### src/rtl/fetch_pipe_ctrl.sv
`default_nettype none
// ============================================================================
// Module     : fetch_pipe_ctrl
// Description: PC and IF/ID register owner for the WISC-SP13 fetch stage;
//              sequences imem reads, applies stalls, redirects and HALT.
// Revision   : 1.0 - initial release
// ============================================================================
module fetch_pipe_ctrl #(
   parameter logic [15:0] RESET_PC  = 16'h0000,
   parameter logic [15:0] NOP_INSTR = 16'h0800
) (
   input  logic        clk,
   input  logic        rst,
   input  logic        PCWrite,
   input  logic        IFWrite,
   input  logic        EnableNop,
   input  logic        BranchTaken,
   input  logic [15:0] BranchTarget,
   input  logic        Halt,
   input  logic [15:0] IMemInstr,
   input  logic        IMemDone,
   input  logic        IMemStall,
   output logic        IMemRd,
   output logic [15:0] PC,
   output logic [15:0] FDInstr,
   output logic [15:0] FDPCPlus2,
   output logic        FDValid,
   output logic        Halted
);

   typedef enum logic [1:0] {
      S_FETCH = 2'd0,
      S_WAIT  = 2'd1,
      S_HALT  = 2'd2
   } state_t;

   state_t      state_q, state_d;
   logic        drop_q, drop_d;
   logic [15:0] pc_q, pc_d;
   logic [15:0] fd_instr_q, fd_instr_d;
   logic [15:0] fd_pc2_q, fd_pc2_d;
   logic        fd_valid_q, fd_valid_d;
   logic        halted_q, halted_d;
   logic [15:0] w_pc_plus2;
   logic        w_unused_stall;

   // Completion is signalled by IMemDone alone; Stall carries no extra information.
   assign w_unused_stall = IMemStall;
   assign w_pc_plus2     = pc_q + 16'd2;

   always_ff @(posedge clk) begin
      if (!rst) begin
         state_q    <= S_FETCH;
         drop_q     <= 1'b0;
         pc_q       <= RESET_PC;
         fd_instr_q <= NOP_INSTR;
         fd_pc2_q   <= 16'h0000;
         fd_valid_q <= 1'b0;
         halted_q   <= 1'b0;
      end else begin
         state_q    <= state_d;
         drop_q     <= drop_d;
         pc_q       <= pc_d;
         fd_instr_q <= fd_instr_d;
         fd_pc2_q   <= fd_pc2_d;
         fd_valid_q <= fd_valid_d;
         halted_q   <= halted_d;
      end
   end

   always_comb begin
      state_d    = state_q;
      drop_d     = drop_q;
      pc_d       = pc_q;
      fd_instr_d = fd_instr_q;
      fd_pc2_d   = fd_pc2_q;
      fd_valid_d = fd_valid_q;
      halted_d   = halted_q;

      if (state_q == S_HALT) begin
         // Frozen until reset.
      end else if (BranchTaken) begin
         pc_d       = BranchTarget;
         fd_instr_d = NOP_INSTR;
         fd_valid_d = 1'b0;
         // A read still in flight belongs to the old path and must be swallowed.
         if ((state_q == S_WAIT) && !IMemDone) begin
            drop_d  = 1'b1;
            state_d = S_WAIT;
         end else begin
            drop_d  = 1'b0;
            state_d = S_FETCH;
         end
      end else if (Halt && fd_valid_q && !EnableNop) begin
         state_d    = S_HALT;
         halted_d   = 1'b1;
         drop_d     = 1'b0;
         fd_instr_d = NOP_INSTR;
         fd_valid_d = 1'b0;
      end else if (drop_q) begin
         if (IMemDone) begin
            drop_d  = 1'b0;
            state_d = S_FETCH;
         end
      end else if (IMemDone) begin
         state_d = S_FETCH;
         if (PCWrite && IFWrite) begin
            pc_d       = w_pc_plus2;
            fd_instr_d = IMemInstr;
            fd_pc2_d   = w_pc_plus2;
            fd_valid_d = 1'b1;
         end else if (IFWrite) begin
            fd_instr_d = NOP_INSTR;
            fd_valid_d = 1'b0;
         end
      end else begin
         state_d = S_WAIT;
         if (IFWrite) begin
            fd_instr_d = NOP_INSTR;
            fd_valid_d = 1'b0;
         end
      end
   end

   assign IMemRd    = (state_q != S_HALT);
   assign PC        = pc_q;
   assign FDInstr   = fd_instr_q;
   assign FDPCPlus2 = fd_pc2_q;
   assign FDValid   = fd_valid_q;
   assign Halted    = halted_q;

endmodule
`default_nettype wire

### config.mk
export PLATFORM = sky130hd
export DESIGN_NAME = fetch_pipe_ctrl
export DESIGN_NICKNAME = d
export VERILOG_FILES = /design/src/rtl/fetch_pipe_ctrl.sv
export SDC_FILE = /design/constraint.sdc
export NUM_CORES = 1
export LEC_CHECK = 0
export BUFFER_PORTS_ARGS = -buffer_cell sky130_fd_sc_hd__buf_2
export CAP_MARGIN = 40
export CORE_ASPECT_RATIO = 0.8
export CORE_MARGIN = 2
export CORE_UTILIZATION = 45
export DETAILED_ROUTE_END_ITERATION = 10
export GPL_ROUTABILITY_DRIVEN = 0
export PLACE_DENSITY_LB_ADDON = 0.15
export SETUP_SLACK_MARGIN = 0.3
export SLEW_MARGIN = 20
export SYNTH_ARGS = -nofsm -noshare
export SYNTH_HDL_FRONTEND = slang
export SYNTH_SLANG_ARGS = --single-unit
### constraint.sdc
create_clock -name clk -period 1.5 [get_ports clk]
set_input_delay 0.075 -clock clk [delete_from_list [all_inputs] [get_ports clk]]
set_output_delay 0.075 -clock clk [all_outputs]
set_load 0.01 [all_outputs]
Word-level counts from Yosys, hierarchy flattened
Index checks and enable logic that the tools add are counted.
- register bits: 53
- bits in latches: 0
- bits in writable memories: 0
- ROM bits: 0
- output and inout port bits: 51
- word-level logic and storage cells: 60
- memories kept: 0
- add/sub/neg operators: 1
- multipliers: 0
- divide/modulo/power cells: 0
- $lt $le $gt $ge: 0
- equality and inequality tests: 7
- shifts and indexed selects: 0
- multiplexer cells: 28
- bitwise logic cells: 4
- reduce and logical (&&, ||, !) cells: 13
- operators by type and width (cell ; count):
    16-bit 2-to-1 mux ; 11
    16-bit by 2-bit adder with 16-bit output, second input constant ; 1
    1-bit 2-to-1 mux ; 13
    2-bit 2-to-1 mux ; 4
    2-bit inequality test, second input constant ; 3
    6-bit AND reduction ; 1
    5-bit AND reduction ; 1
    1-bit logical AND ; 4
    4-bit by 3-bit inequality test with 1-bit output, second input constant ; 1
    1-bit inverter ; 4
    2-bit AND reduction ; 2
    2-bit nonzero test ; 2
    3-bit by 2-bit inequality test with 1-bit output, second input constant ; 1
    3-bit AND reduction ; 1
    2-bit by 1-bit == test with 1-bit output, second input constant ; 1
    2-bit == test, second input constant ; 1
    1-bit zero test ; 2

Depth between registers and ports, before layout
Gate-level depths: netlist of run 1.
- word-level depth: 6
- gate-level depth with buffers: 7

Worst setup path after synthesis of run 1
Ideal clock, no wire load.
- path type: register to register
- start: register pc_q[1] (netlist: PC[1])
- end: register pc_q[7] (netlist: PC[7])
- library setup time: 0.058 ns
- arrival time: 1.566 ns
- required time: 1.442 ns
- slack: -0.124 ns
- cell stages (with the launch flop): 6
- path buffers: 0
- clock period less this slack: 1.624 ns
- cell sequence: dfxtp_1 > ha_1 > nand3_1 > or4_1 > a21oi_1 > o21a_1
- longest elaborated chain between the ends: 6
- ends and longest elaborated chain (element ; line ; text):
    start: declaration ; 39 ; logic [15:0] pc_q, pc_d;
    start signal: assignment ; 63 ; pc_q <= pc_d;
    16-bit by 2-bit adder with 16-bit output ; 49 ; assign w_pc_plus2 = pc_q + 16'd2;
    16-bit 2-to-1 mux ; 107 ; if (PCWrite && IFWrite) begin
    16-bit 2-to-1 mux ; 105 ; end else if (IMemDone) begin
    16-bit 2-to-1 mux ; 100 ; end else if (drop_q) begin
    16-bit 2-to-1 mux ; 94 ; end else if (Halt && fd_valid_q && !EnableNop) begin
    16-bit 2-to-1 mux ; 82 ; end else if (BranchTaken) begin
No other way between the ends. The select of a mux whose other input is x is not followed.
A chain may end at the register's enable or synchronous reset.

Worst setup path in the final report of run 1
- start: register fd_valid_q (netlist: FDValid)
- end: register pc_q[13] (netlist: PC[13])
- longest elaborated chain between the ends: 4
- ends and longest elaborated chain (element ; line ; text):
    start: declaration ; 42 ; logic fd_valid_q, fd_valid_d;
    start signal: assignment ; 66 ; fd_valid_q <= fd_valid_d;
    1-bit logical AND (2 in a row) ; 94 ;
    2-bit inequality test (no line) ; n/a ;
    5-bit AND reduction (no line) ; n/a ;
No other way between the ends.

==> results of run 1 <==
## synth_stat cells (all sizes together) (6+ instances only)
cell type,count,area share
nand4,6,0.020
nor2,36,0.052
nand3,8,0.015
nand2,24,0.035
a22oi,17,0.049
buf,18,0.043
xnor2,9,0.030
clkbuf,8,0.012
dfxtp,53,0.41
a211oi,7,0.027
o21ai,19,0.037
a21oi,21,0.041
## registers in the layout (all words and copies together), names as in the netlist
register and count:
FDValid 1, FDPCPlus2 16, state_q 2, PC 16, drop_q 1, FDInstr 16, Halted 1
## layer usage
layer	up-vias	share of wire
li1	1354	-
met1	1363	0.44
met2	103	0.48
met3	18	0.060
met4	0	0.022
met5	-	0
## through the flow
step | utilization | cells
final | 0.7527 | 510
after global routing | 0.7527 | 510
after CTS | 0.6856 | 493
after detailed placement | 0.6100 | 463
after global placement | 0.6100 | 463
after floorplan | - | 296
## final timing paths
path | startpoint | endpoint | slack (ns) | depth (start not counted)
setup reg to reg | FDValid | PC[13] | -0.07 | 7
hold / removal | IMemInstr[5] | FDInstr[5] | -0.0008 | 3
setup / recovery | FDValid | PC[13] | -0.07 | 7
hold reg to reg | FDPCPlus2[3] | FDPCPlus2[3] | 0.50 | 2
## logic make-up (layout without fill, tap and decap cells)
logic type / count (synthesis) / after routing / synth area share
simple gates: 99 / 99 / 0.2150
buf+inv: 33 / 169 / 0.06425
mux: 4 / 4 / 0.01546
compound gates: 94 / 94 / 0.2502
flops: 53 / 53 / 0.4097
xor+xnor: 12 / 12 / 0.04058
fa+ha+maj: 1 / 1 / 0.004830
## critical path: cells and delay by family (launching register included)
| kind | cells | cell delay (ns) |
|---|---|---|
| buf+inv | 3 | 0.44 |
| flops | 1 | 0.35 |
| compound gates | 1 | 0.25 |
| simple gates | 3 | 0.45 |
## report_power, final
part | switching, mW | internal, mW | total, mW | leakage [nW]
Combinational | 0.299 | 0.299 | 0.598 | 1.27
Clock | 0.533 | 0.338 | 0.872 | 0.0447
Sequential | 0.0580 | 1.45 | 1.51 | 0.439
Total | 0.891 | 2.09 | 2.98 | 1.75
## final cells by class
cell class	count	area [um^2]	share of cell area
Multi-Input combinational cell	210	1650	0.3990
Timing Repair Buffer	154	1157	0.2798
Sequential cell	53	1099	0.2656
Tap cell	78	97.59	0.02359
Clock buffer	5	68.82	0.01664
Inverter	7	38.79	0.009377
Clock inverter	3	25.02	0.006050
## what timing repair did
| item | 4_1_cts | 5_1_grt |
|---|---|---|
| pin swaps | 23 | 21 |
| setup buffers | 15 | 14 |
| gates cloned | 3 | 2 |
| gates resized for setup | 26 | 52 |
| hold buffers | 4 | 1 |
| endpoints found under the hold margin | 4 | 1 |
| setup endpoints to repair | 49 | 53 |
==> flow_summary.yaml, run 1 <==
status:
  status: "finished, violations left"
  violations: "negative hold slack, negative setup slack"
pwr:
  totalPowerFinal_mw: 2.983
  p_leak_nw: 1.750
  p_per_area_mw_per_mm2: 721.0
  ir_drop_mv: 0.4907
clock_tree:
  cts_sinks: 53
  cts_buffers: 5
  cts_max_level: 2
  insertion_delay_ns: 0.33
  ctsLongestPathBuffers: 2
  clkTransAtPathRegs_ns: 0.11
  ctsRootBufferMaster: "clkbuf_8"
  cts_tree: "built"
detailed_routing:
  drc: 0
  num_vias: 2838
  ant_nets: 0
  first_iter_violations: 166
  drt_wl_total_um: 8613
  viasPerCell: 5.565
  drt_first_pass_iters: 4
  drt-wirelength-per-cell_um: 16.89
placement:
  numPortBuffers: 90
  placed_area_mm2: 0.003352
  hpwlAfterDp_um: 4988
  post-place-ws_ns: -0.2066
synthesis:
  synth-edff-count: 0
  avgSynthCellArea_um2: 8.750
  ys_seq_area_frac: 0.4097
  syn_nets: 338
  async_reset_ff_frac: 0
  ys_types: 57
  synthFlopType: "dfxtp_1"
  yosys_warnings: 0
  synth_area_mm2: 0.002590
  synth-seq-cells: 53
  syn_inst: 296
final_layout:
  n_fill_cell: 409
  final_common_cell: "buf_2"
  fin_area_mm2: 0.004136
  final_cell_mix: "buf_2, dfxtp_1, buf_4"
  nets: 473
  antenna_cells: 0
  area.growth.synth_to_final_pct: 59.71
  drive_above_1_share: 0.5532
die:
  core_area_mm2: 0.005495
  die_w_um: 88.82
  rows: 24
  io_pins: 92
  start_util: 0.4713
  design.die.area_mm2: 0.006382
  die_h_um: 71.86
timing:
  fin_crit_ns: 1.566
  tightest_slew_ns: 0.3802
  slew_headroom: 0.7465
  slew_viol_final: 0
  finClkSkew_ns: 0.01624
  hold_viol_final: 2
  setup_viol: 7
  fin_crit_sh: 1.044
  maxClockFrequency_mhz: 638.8
  rsz0062_at_grt: "yes"
  worst_hold_slack_ns: -0.0007519
  tns_ns: -0.1454
  setup_ws_ns: -0.06551
worst_setup_path:
  critPathKind: "flip-flop to flip-flop"
  cp_cell_sequence: "and3b_2, buf_6, nor4_4, buf_6, buf_12, nand2_1, a311oi_2"
  critPathMaxFanout: 6
  cp-start-kind: "flip-flop"
  worstPathArrival_ns: 1.81
  crit_path_end_kind: "flip-flop"
  max_stage_delay_ns: 0.35
  required_ns: 1.74
  cp_common_cell: "buf_6"
  worst_path_max_delay_cell: "dfxtp_2"
global_route:
  grt_max_degree: 25
  use_met2: 0.3930
  use_met1: 0.3569
  grt_util_met3: 0.05645
  grt_pass1_wl_um: 12680
  gr-total-overflow: 0
  grt_antenna_before_repair: 0
  grt_busiest_layer: "met2"
  grt_pass1_vias: 2602
  track_usage: 0.2563
worst_hold_path:
  hold_path_class: "input port to flip-flop"
flow_run:
  max_cap_violations: 0
Power figures use the tool's default switching activity.
==> run 2: changes to the inputs <==
- ABC_AREA: default -> 1
- BUFFER_PORTS_ARGS: -buffer_cell sky130_fd_sc_hd__buf_2 -> default
- CORE_UTILIZATION: 45 -> 57
- DONT_BUFFER_PORTS: default -> 1
- TNS_END_PERCENT: default -> 50
==> flow_summary.yaml, run 2 <==
clock_tree:
  ctsLongestPathBuffers: 2
  cts_max_level: 2
  ctsRootBufferMaster: "clkbuf_8"
  cts_buffers: 5
  insertion_delay_ns: 0.32
  clkTransAtPathRegs_ns: 0.10
  cts_sinks: 53
  cts_tree: "built"
  cts_hold_buf: 22
final_layout:
  final_cell_mix: "nand2_1, dfxtp_1, nor2_1"
  area.growth.synth_to_final_pct: 34.05
  final_common_cell: "nand2_1"
  drive_above_1_share: 0.2288
  antenna_cells: 0
  nets: 513
worst_setup_path:
  crit_buf_inv: 0
  crit_path_end_kind: "flip-flop"
  critPathMaxFanout: 5
  cp_cell_sequence: "nand3_2, nand3_4, nand2_2, o21ai_0, nor2_1"
  required_ns: 1.69
  r2r-end: "PC[4]"
  rr_worst_depth: 5
  max_stage_delay_ns: 0.42
  worst_path_max_delay_cell: "dfxtp_4"
  cp-start-kind: "flip-flop"
  critPathKind: "flip-flop to flip-flop"
  worstReg2RegStart: "FDValid"
  rrSetupSlack_ns: 0.01
  worstPathArrival_ns: 1.68
  cp_top_family: "simple AND/OR/NAND/NOR gates"
placement:
  numPortBuffers: 0
  hpwlAfterDp_um: 5066
synthesis:
  async_reset_ff_frac: 0
  synth_top_cell_area_share: 0.3746
  synth-edff-count: 0
  synth_fa_ha_area_frac: 0.004417
  synth-seq-cells: 53
  synthXorXnorAreaFrac: 0.01546
  yosys_warnings: 0
  synth-simple-area-share: 0.3874
  synthFlopType: "dfxtp_1"
  avgSynthCellArea_um2: 6.634
  synth_area_mm2: 0.002833
  synth_common_cells: "nand2_1, dfxtp_1, nor2_1, inv_1, nand3_1"
  synth_area_leaders: "dfxtp_1, nand2_1, nand3_1"
  ys_types: 32
  ys_seq_area_frac: 0.3746
  synth_top_cell_by_area: "dfxtp_1"
  syn_nets: 469
  syn_inst: 427
  muxShareOfSynthArea: 0
  synth.most_common_cell: "nand2_1"
  synth_top_family_by_area: "simple AND/OR/NAND/NOR gates"
  synth_compound_area_frac: 0.1157
global_route:
  grt_pass1_wl_um: 12700
  gr-total-overflow: 0
  grt_max_degree: 41
  grt_antenna_before_repair: 0
  grt_pass1_vias: 2682
  track_usage: 0.2857
detailed_routing:
  ant_nets: 0
  drt-wirelength-per-cell_um: 17.35
  drt_first_pass_iters: 4
  first_iter_violations: 270
  drt_wl_total_um: 9230
  viasPerCell: 5.898
  drc: 0
  num_vias: 3138
status:
  status: "finished, violations left"
  violations: "negative hold slack"
timing:
  setup_viol: 0
  maxClockFrequency_mhz: 672.9
  finClkSkew_ns: 0.005203
  slew_viol_final: 0
  tightest_slew_ns: 0.4641
  fin_crit_ns: 1.486
  hold_viol_final: 3
  slew_headroom: 0.6903
  fin_crit_sh: 0.9908
  rsz0062_at_grt: "yes"
  worst_hold_slack_ns: -0.04103
  tns_ns: 0
flow_run:
  max_cap_violations: 0
die:
  core_area_mm2: 0.004679
  die_h_um: 67.06
  io_pins: 92
  start_util: 0.6053
  die_w_um: 82.82
  rows: 22
  design.die.area_mm2: 0.005553
pwr:
  p_leak_nw: 1.718
  ir_drop_mv: 0.5743
  p_per_area_mw_per_mm2: 816.4
worst_hold_path:
  hold_path_end: "Halted"
  holdPathStages: 3
  hold_start: "EnableNop"
  hold_path_class: "input port to flip-flop"
[run 2: cell types whose count changed after synthesis, sizes merged, moves of 12 or more]
cell | previous run | this run
nor2 | 36 | 50
a22oi | 17 | 0
nand4 | 6 | 18
nand3 | 8 | 39
nand2 | 24 | 129
inv | 5 | 46
[run 2: cell type report]
type / instances / area, um^2
clock buffers: 6 / 82.58
clock inverters: 2 / 37.54
fillers: 318 / 882.1
inverters: 46 / 182.7
multi-input cells: 310 / 1724
flip-flops and latches: 53 / 1092
well taps: 60 / 75.07
repair buffers: 55 / 603.1
[run 2: worst reg2reg max path, stage by stage, from the launching register on]
cell and delay, ns:
dfxtp_4 0.42, nand3_2 0.20, nand3_4 0.19, nand2_2 0.12, o21ai_0 0.32, nor2_1 0.11
[run 2: kinds of logic after synthesis]
group | count (synthesis)
flops | 53
xor+xnor | 5
compound gates | 60
buf+inv | 66
fa+ha+maj | 1
simple gates | 242
[run 2: per-layer routing]
layer | part of all wire | up-vias | global-route usage
met4 | 0.024 | 0 | 0.1045
met5 | 0 | - | 0
li1 | - | 1464 | -
met2 | 0.47 | 202 | 0.4637
met3 | 0.11 | 26 | 0.08178
met1 | 0.40 | 1446 | 0.3648
[run 2: what timing repair did]
action,in CTS,in global routing
hold endpoints to repair,43,2
setup endpoints to repair,49,52
setup buffers,6,10
pin swaps,4,14
resized for setup,21,44
gates cloned,0,4
[run 2: how the worst max path moves through the flow]
stage	start	endpoint	depth (start not counted)
4_1_cts	state_q[0]	PC[2]	9
6_report	FDValid	PC[4]	5
5_1_grt	PC[1]	PC[5]	8
3_3_place_gp	state_q[0]	PC[5]	9
2_1_floorplan	state_q[0]	FDInstr[10]	11
3_5_place_dp	state_q[0]	PC[1]	9
[run 2: through the flow]
step	setup slack (ns)	area (um^2)	cells	power [mW]	util
finish	0.01387	3797	532	3.100	0.8115
global route	0.01487	3797	532	3.184	0.8115
CTS	0.2045	3477	518	3.005	0.7430
detailed placement	0.1219	2993	482	1.898	0.6396
global placement	0.1600	2993	482	1.888	0.6396
floorplan	0.2518	2902	427	1.832	-
[run 2: power breakdown]
group	total, mW	leakage [nW]	switching [mW]	internal, mW
sequential	1.54	0.439	0.0809	1.46
clock	1.05	0.0574	0.505	0.544
combinational	0.510	1.22	0.283	0.227
